## config.mk

```make
export PLATFORM = sky130hd
export DESIGN_NAME = alu_serial_ctrl
export DESIGN_NICKNAME = d
export VERILOG_FILES = /design/src/rtl/alu_pkg.sv /design/src/rtl/alu.sv /design/src/rtl/alu_serial_ctrl.sv
export SDC_FILE = /design/constraint.sdc
export NUM_CORES = 1
export LEC_CHECK = 0
export ABC_AREA = 1
export CORE_MARGIN = 8
export CORE_UTILIZATION = 51
export DETAILED_ROUTE_END_ITERATION = 6
export GPL_TIMING_DRIVEN = 0
export MAX_ROUTING_LAYER = met4
export PLACE_DENSITY = 0.78
export SKIP_LAST_GASP = 1
export SYNTH_ARGS = -nofsm -noshare
export SYNTH_HDL_FRONTEND = slang
export SYNTH_SLANG_ARGS = --single-unit
```

## constraint.sdc

```tcl
create_clock -name clk -period 2.6 [get_ports clk]
set_input_delay 0.78 -clock clk [delete_from_list [all_inputs] [get_ports clk]]
set_output_delay 0.78 -clock clk [all_outputs]
set_load 0.02 [all_outputs]
```

## src/rtl/alu_pkg.sv

```systemverilog
// Shared definitions for the bit-serial ALU controller and its 1-bit slice:
// opcode constants, controller state encoding and the default operand width.
package alu_pkg;

  localparam int ALU_WIDTH_DEF = 8;

  localparam logic [2:0] OP_MOV = 3'd0;
  localparam logic [2:0] OP_NOT = 3'd1;
  localparam logic [2:0] OP_ADD = 3'd2;
  localparam logic [2:0] OP_SUB = 3'd3;
  localparam logic [2:0] OP_OR  = 3'd4;
  localparam logic [2:0] OP_AND = 3'd5;

  typedef enum logic [1:0] {
    ST_IDLE = 2'd0,
    ST_RUN  = 2'd1,
    ST_DONE = 2'd2
  } state_t;

endpackage

```

## src/rtl/alu.sv

```systemverilog
// 1-bit ALU slice: combinational, one operand bit per call, carry/borrow chained
// externally by the serial controller.
module alu
  import alu_pkg::*;
(
  output logic       out,
  output logic       c_out,
  input  logic       a,
  input  logic       b,
  input  logic [2:0] opcode,
  input  logic       c_in
);

  always_comb begin
    out   = a;
    c_out = 1'b0;
    case (opcode)
      OP_MOV: out = a;
      OP_NOT: out = ~a;
      OP_ADD: begin
        out   = a ^ b ^ c_in;
        c_out = (a & b) | (a & c_in) | (b & c_in);
      end
      // a - b - c_in: borrow whenever a is smaller than b + c_in
      OP_SUB: begin
        out   = a ^ b ^ c_in;
        c_out = (~a & (b | c_in)) | (b & c_in);
      end
      OP_OR:  out = a | b;
      OP_AND: out = a & b;
      default: out = a;
    endcase
  end

endmodule

```

## src/rtl/alu_serial_ctrl.sv

```systemverilog
// Bit-serial ALU controller: latches operands on start, feeds one bit per cycle
// LSB first through a single 1-bit slice, and publishes the word with a done pulse.
module alu_serial_ctrl
  import alu_pkg::*;
#(
  parameter int WIDTH = ALU_WIDTH_DEF
) (
  input  logic             clk,
  input  logic             rst_n,
  input  logic             start,
  input  logic [2:0]       opcode,
  input  logic [WIDTH-1:0] op_a,
  input  logic [WIDTH-1:0] op_b,
  output logic             busy,
  output logic             done,
  output logic [WIDTH-1:0] result,
  output logic             c_out
);

  localparam int              CNT_W    = $clog2(WIDTH + 1);
  localparam logic [CNT_W-1:0] LAST_BIT = CNT_W'(WIDTH - 1);

  state_t           r_state;
  logic [WIDTH-1:0] r_a;
  logic [WIDTH-1:0] r_b;
  logic [WIDTH-1:0] r_acc;
  logic [2:0]       r_op;
  logic [CNT_W-1:0] r_cnt;
  logic             r_carry;

  logic             w_arith;
  logic             w_c_in;
  logic             w_bit;
  logic             w_bit_c;
  logic [WIDTH-1:0] w_acc_nxt;

  // Carry chain only participates for add/sub; logic ops see c_in = 0.
  assign w_arith = (r_op == OP_ADD) || (r_op == OP_SUB);
  assign w_c_in  = w_arith & r_carry;

  alu u_slice (
    .out    (w_bit),
    .c_out  (w_bit_c),
    .a      (r_a[0]),
    .b      (r_b[0]),
    .opcode (r_op),
    .c_in   (w_c_in)
  );

  // New bit enters at the MSB so that after WIDTH shifts bit 0 sits at the LSB.
  assign w_acc_nxt = {w_bit, {(WIDTH-1){1'b0}}} | (r_acc >> 1);

  always_ff @(posedge clk) begin
    if (!rst_n) begin
      r_state <= ST_IDLE;
      busy    <= 1'b0;
      done    <= 1'b0;
      result  <= '0;
      c_out   <= 1'b0;
      r_cnt   <= '0;
      r_carry <= 1'b0;
    end else begin
      case (r_state)
        ST_IDLE: begin
          done <= 1'b0;
          if (start) begin
            r_a     <= op_a;
            r_b     <= op_b;
            r_op    <= opcode;
            r_cnt   <= '0;
            r_carry <= 1'b0;
            busy    <= 1'b1;
            r_state <= ST_RUN;
          end
        end
        ST_RUN: begin
          r_a     <= r_a >> 1;
          r_b     <= r_b >> 1;
          r_acc   <= w_acc_nxt;
          r_carry <= w_bit_c;
          r_cnt   <= r_cnt + 1'b1;
          // result/c_out are published only here so they hold steady between operations
          if (r_cnt == LAST_BIT) begin
            result  <= w_acc_nxt;
            c_out   <= w_bit_c;
            done    <= 1'b1;
            r_state <= ST_DONE;
          end
        end
        ST_DONE: begin
          done    <= 1'b0;
          busy    <= 1'b0;
          r_state <= ST_IDLE;
        end
        default: begin
          done    <= 1'b0;
          busy    <= 1'b0;
          r_state <= ST_IDLE;
        end
      endcase
    end
  end

endmodule

```

; ---- Yosys cells after proc, flatten, opt, wreduce, memory -nomap -nowiden
; Cells that the tools add are included.
[word_totals]
register_bits = 45
inputBits = 22
out_inout_bits = 11
[classes]
n_addsub = 1
eq_ne = 9
muxes = 15
n_bitwise = 15
n_reduce_logical = 11
[ops]
columns = operator, count
row1 = $pmux 8 s2, 2
row2 = $mux 8, 2
row3 = $reduce_and 2->1, 5
row4 = $or 8x7->8, 1
row5 = $pmux 4 s2, 1
row6 = $eq 3x2->1 const B, 2
row7 = $eq 3x3->1 const B, 2
row8 = $pmux 1 s2, 3
row9 = $reduce_and 3->1, 2
row10 = $and 1x1->1, 5
row11 = $or 1x1->1, 5
row12 = $add 4x1->4 const B, 1
row13 = $eq 4x3->1 const B, 1
row14 = $mux 2, 2
row15 = $mux 4, 1
row16 = $ne 2x2->1 const B, 2
row17 = $pmux 1 s4, 1
row18 = $pmux 2 s2, 1
row19 = $eq 3x1->1 const B, 1
row20 = $eq 2x1->1 const B, 1
row21 = $logic_not 2->1, 1
row22 = $mux 1, 2
row23 = $not 1->1, 2
row24 = $reduce_bool 2->1, 1
row25 = 3 further kinds, 4

; ---- Logic depth before layout (Yosys ltp)
[logic_depth]
ltp_word = 8
mapped_depth = 10
mapped_depth_nobuf = 10

; ---- Modules after synthesis
; A second synthesis with hierarchy kept.
[unflattened]
hier_cells = 217
hier_area_um2 = 1895.6
[by_module_without_submodules]
columns = module, instances, cells_each, area_per_inst_um2, seq_area_each_um2
row1 = alu_serial_ctrl, 1, 179, 1727.9, 1141.1
row2 = alu, 1, 38, 167.7, 0.0

; ---- Worst setup path after synthesis
; No wires, ideal clock.
[synth_path]
path_type = in2reg
startpoint = in start
endpoint = reg r_a[0], enable pin
arrival_ns = 1.690
t_required_ns = 2.210
slack_ns = 0.520
path_stages = 2
path_buffers = 0
path_cell_list = o21ai_0 > nor2_1
[synth_via]
elab_chain_len = 2
[synth_lines]
columns = element, line_no
row1 = "start, declared", alu_serial_ctrl.sv:10  ; input logic start,
row2 = $ne 2x2->1 (no source line), n/a
row3 = $reduce_and 3->1 (no source line), n/a
row4 = "end signal, assigned", alu_serial_ctrl.sv:67  ; r_a <= op_a;
row5 = "end signal, assigned", alu_serial_ctrl.sv:77  ; r_a <= r_a >> 1;
row6 = "end, declared", alu_serial_ctrl.sv:24  ; logic [WIDTH-1:0] r_a;
; No other way between the ends.
; A chain may end at the register's enable or synchronous reset.

; ---- Worst setup path after layout
[layout_path]
startpoint = in start
endpoint = reg r_b[6], enable pin
[layout_via]
elab_chain_len = 2
[layout_lines]
columns = element, line_no
row1 = $ne 2x2->1 (no source line), n/a
row2 = $reduce_and 3->1 (no source line), n/a
row3 = "end signal, assigned", alu_serial_ctrl.sv:68  ; r_b <= op_b;
row4 = "end signal, assigned", alu_serial_ctrl.sv:78  ; r_b <= r_b >> 1;
row5 = "end, declared", alu_serial_ctrl.sv:25  ; logic [WIDTH-1:0] r_b;
; No other way between the ends.

==> results.json <==
{
  "dp.cells": 274,
  "vias_per_cell": 4.844,
  "route.detailed.drc": 0,
  "critPathLaunchType": "primary input",
  "cts.sinks": 44,
  "syn-instance-count": 196,
  "syn_area_per_cell_um2": 9.346,
  "worstReg2RegStart": "r_state[1]",
  "ant_nets": 0,
  "final_cell_mix": "nand2_1, clkdlybuf4s50_1, edfxtp_1",
  "fin_area_um2": 2302,
  "fin_crit_sh_pct": 86.44,
  "finalSetupViolCount": 0,
  "cts_buffers": 5,
  "cp.depth": 3,
  "hold_slack_ns": 0.4659,
  "chipWidth_um": 75.93,
  "p_leak_nw": 0.9641,
  "max_cap_violations": 0,
  "rows": 21,
  "syn_nets": 221,
  "initial_core_util_pct": 54.04,
  "final_common_cell": "nand2_1",
  "vias": 1366,
  "dr.pass1.iters": 4,
  "dieArea_um2": 5765,
  "track_usage_pct": 12.61,
  "antenna_found_initial": 0,
  "reg2reg_to": "r_b[6]",
  "crit_end": "r_b[6]",
  "fp.coreArea_um2": 3390,
  "r2r.worst_path.cells": 3,
  "crit_path_end_kind": "flop",
  "h-tree-depth": 2,
  "cts_tree": "yes",
  "worstSetupStartpoint": "start",
  "dieHeight_um": 75.93,
  "gp_congestion": 0.7783,
  "required_ns": 2.59,
  "n_antenna_cell": 0,
  "critPathBufInv": 1,
  "tightestPinTransition_ns": 0.8230,
  "slew_headroom_pct": 45.08,
  "arrival_ns": 2.23,
  "grt_remaining_overflow": 0,
  "max_freq_mhz": 445.0,
  "io_pins": 33,
  "place_area_um2": 2210,
  "routed_wl_um": 3320,
  "drive_gt1_share_pct": 8.898,
  "wl_per_cell_um": 11.77,
  "drtIter0Drc": 99,
  "grt_pass1_vias": 1383,
  "hpwlAfterDp_um": 2479,
  "worstSetupPathType": "in2reg",
  "ys_seq_area_share_pct": 62.30,
  "fill_cells": 281,
  "r2r_setup_slack_ns": 0.85,
  "clk_pin_slew_ns": 0.12,
  "period_needed_ns": 2.247,
  "insertion_delay_ns": 0.34,
  "clock_skew_ns": 0.005465,
  "outcome": "finished, final reports clean",
  "crit_chain": "clkdlybuf4s50_1, o21ai_0, nor2_2",
  "cp_slowest_stage_delay_ns": 0.71,
  "post-route-util_pct": 67.92,
  "layout.nets": 260,
  "slew_violations": 0,
  "root_buffer": "clkbuf_4",
  "grt_max_degree": 18,
  "area_growth_pct": 25.68,
  "crit_fanout": 17,
  "cts_setup_buffers": 0,
  "cp_slowest_cell": "nor2_2",
  "rsz0062_at_grt": "no",
  "holdCritPathClass": "reg2reg",
  "synth.distinct_cells": 18,
  "cp_top_family": "simple AND/OR/NAND/NOR gates",
  "hold_viol": 0,
  "grt_first_pass_wirelength_um": 5851,
  "yosys_warnings": 0,
  "irDropWorstVdd_mv": 0.3853,
  "numPortBuffers": 32,
  "syn_area_um2": 1832,
  "ctsLongestPathBuffers": 2,
  "layout.cells.non_filler": 282,
  "synth_seq_cells": 44,
  "powerDensity_nw_per_um2": 577.9,
  "p_total_mw": 1.331
}
cell usage after synthesis:
cell | instances | share of area, %
nand2_1 | 62 | 13
dfxtp_1 | 18 | 20
nor2_4 | 3 | 1.8
buf_2 | 2 | 0.55
a22oi_1 | 1 | 0.41
inv_2 | 3 | 0.61
ha_1 | 3 | 2.0
nand3_4 | 1 | 0.96
buf_4 | 2 | 0.82
o21a_1 | 1 | 0.41
nand3_1 | 5 | 1.4
nor2_1 | 26 | 5.3
a21oi_1 | 12 | 3.3
nand2_2 | 1 | 0.34
edfxtp_1 | 26 | 43
a211oi_1 | 1 | 0.41
inv_1 | 19 | 3.9
o21ai_0 | 10 | 2.7
worst register-to-register path: cells and delay by family, from the launching register on:
| family | cells | cell delay (ns) |
|---|---|---|
| and+or+nand+nor | 1 | 0.71 |
| DFF | 1 | 0.37 |
| AOI/OAI and AO/OA | 1 | 0.23 |
| buffers and inverters | 1 | 0.08 |
logic make-up after synthesis:
logic type / synth area share [%]
compound gates: 7.241
buf+inv: 5.874
simple gates: 22.54
fa+ha+maj: 2.049
flops: 62.30
how the worst min path moves through the flow:
stage / from / end / slack [ns] / cells after the start
floorplan: r_acc[2] / r_acc[1] / 0.43 / 0
global placement: r_acc[4] / r_acc[3] / 0.43 / 0
detailed placement: r_acc[3] / r_acc[2] / 0.44 / 0
CTS: r_acc[3] / r_acc[2] / 0.47 / 0
global route: r_acc[4] / r_acc[3] / 0.48 / 0
finish: r_acc[3] / r_acc[2] / 0.47 / 0
per-stage QoR:
step / TNS, ns / setup slack, ns
finish: 0 / 0.3526
global route: 0 / 0.2593
CTS: 0 / 0.3535
detailed placement: -6.825 / -0.4085
global placement: -7.161 / -0.4285
floorplan: 0 / 0.5200
layout make-up:
| class | instances | area [um2] | area share [%] |
|---|---|---|---|
| buffer | 4 | 25.02 | 1.087 |
| clock buffer | 8 | 90.09 | 3.913 |
| inverter | 22 | 82.58 | 3.587 |
| multi-input combinational | 126 | 585.6 | 25.43 |
| sequential | 44 | 1141 | 49.56 |
| tap | 46 | 57.56 | 2.500 |
| timing repair buffer | 32 | 320.3 | 13.91 |
sequential cells by signal, indices dropped and copies added, names as in the netlist, 2 cells and up:
signal and cells:
r_a 8, r_b 8, result 8, r_acc 7
r_cnt 4, r_op 3, r_state 2
metal layers:
metal / vias up / routed length, um / GRT usage (%)
met5: - / 0 / -
met1: 622 / 1486 / 13.94
li1: 708 / - / -
met3: 4 / 199 / 4.953
met4: 0 / 34 / 3.529
met2: 32 / 1599 / 20.57
what timing repair did:
| action | CTS | global route |
|---|---|---|
| setup endpoints to repair | 16 | 0 |
| gates resized for setup | 1 | 0 |
| hold buffers | 0 | 0 |
power by group:
| group | switching [mW] | total (mW) | internal [mW] |
|---|---|---|---|
| Combinational | 0.0644 | 0.120 | 0.0556 |
| Sequential | 0.0121 | 0.784 | 0.772 |
| Clock | 0.209 | 0.426 | 0.217 |
No activity file was read; power rests on OpenSTA's default activity.
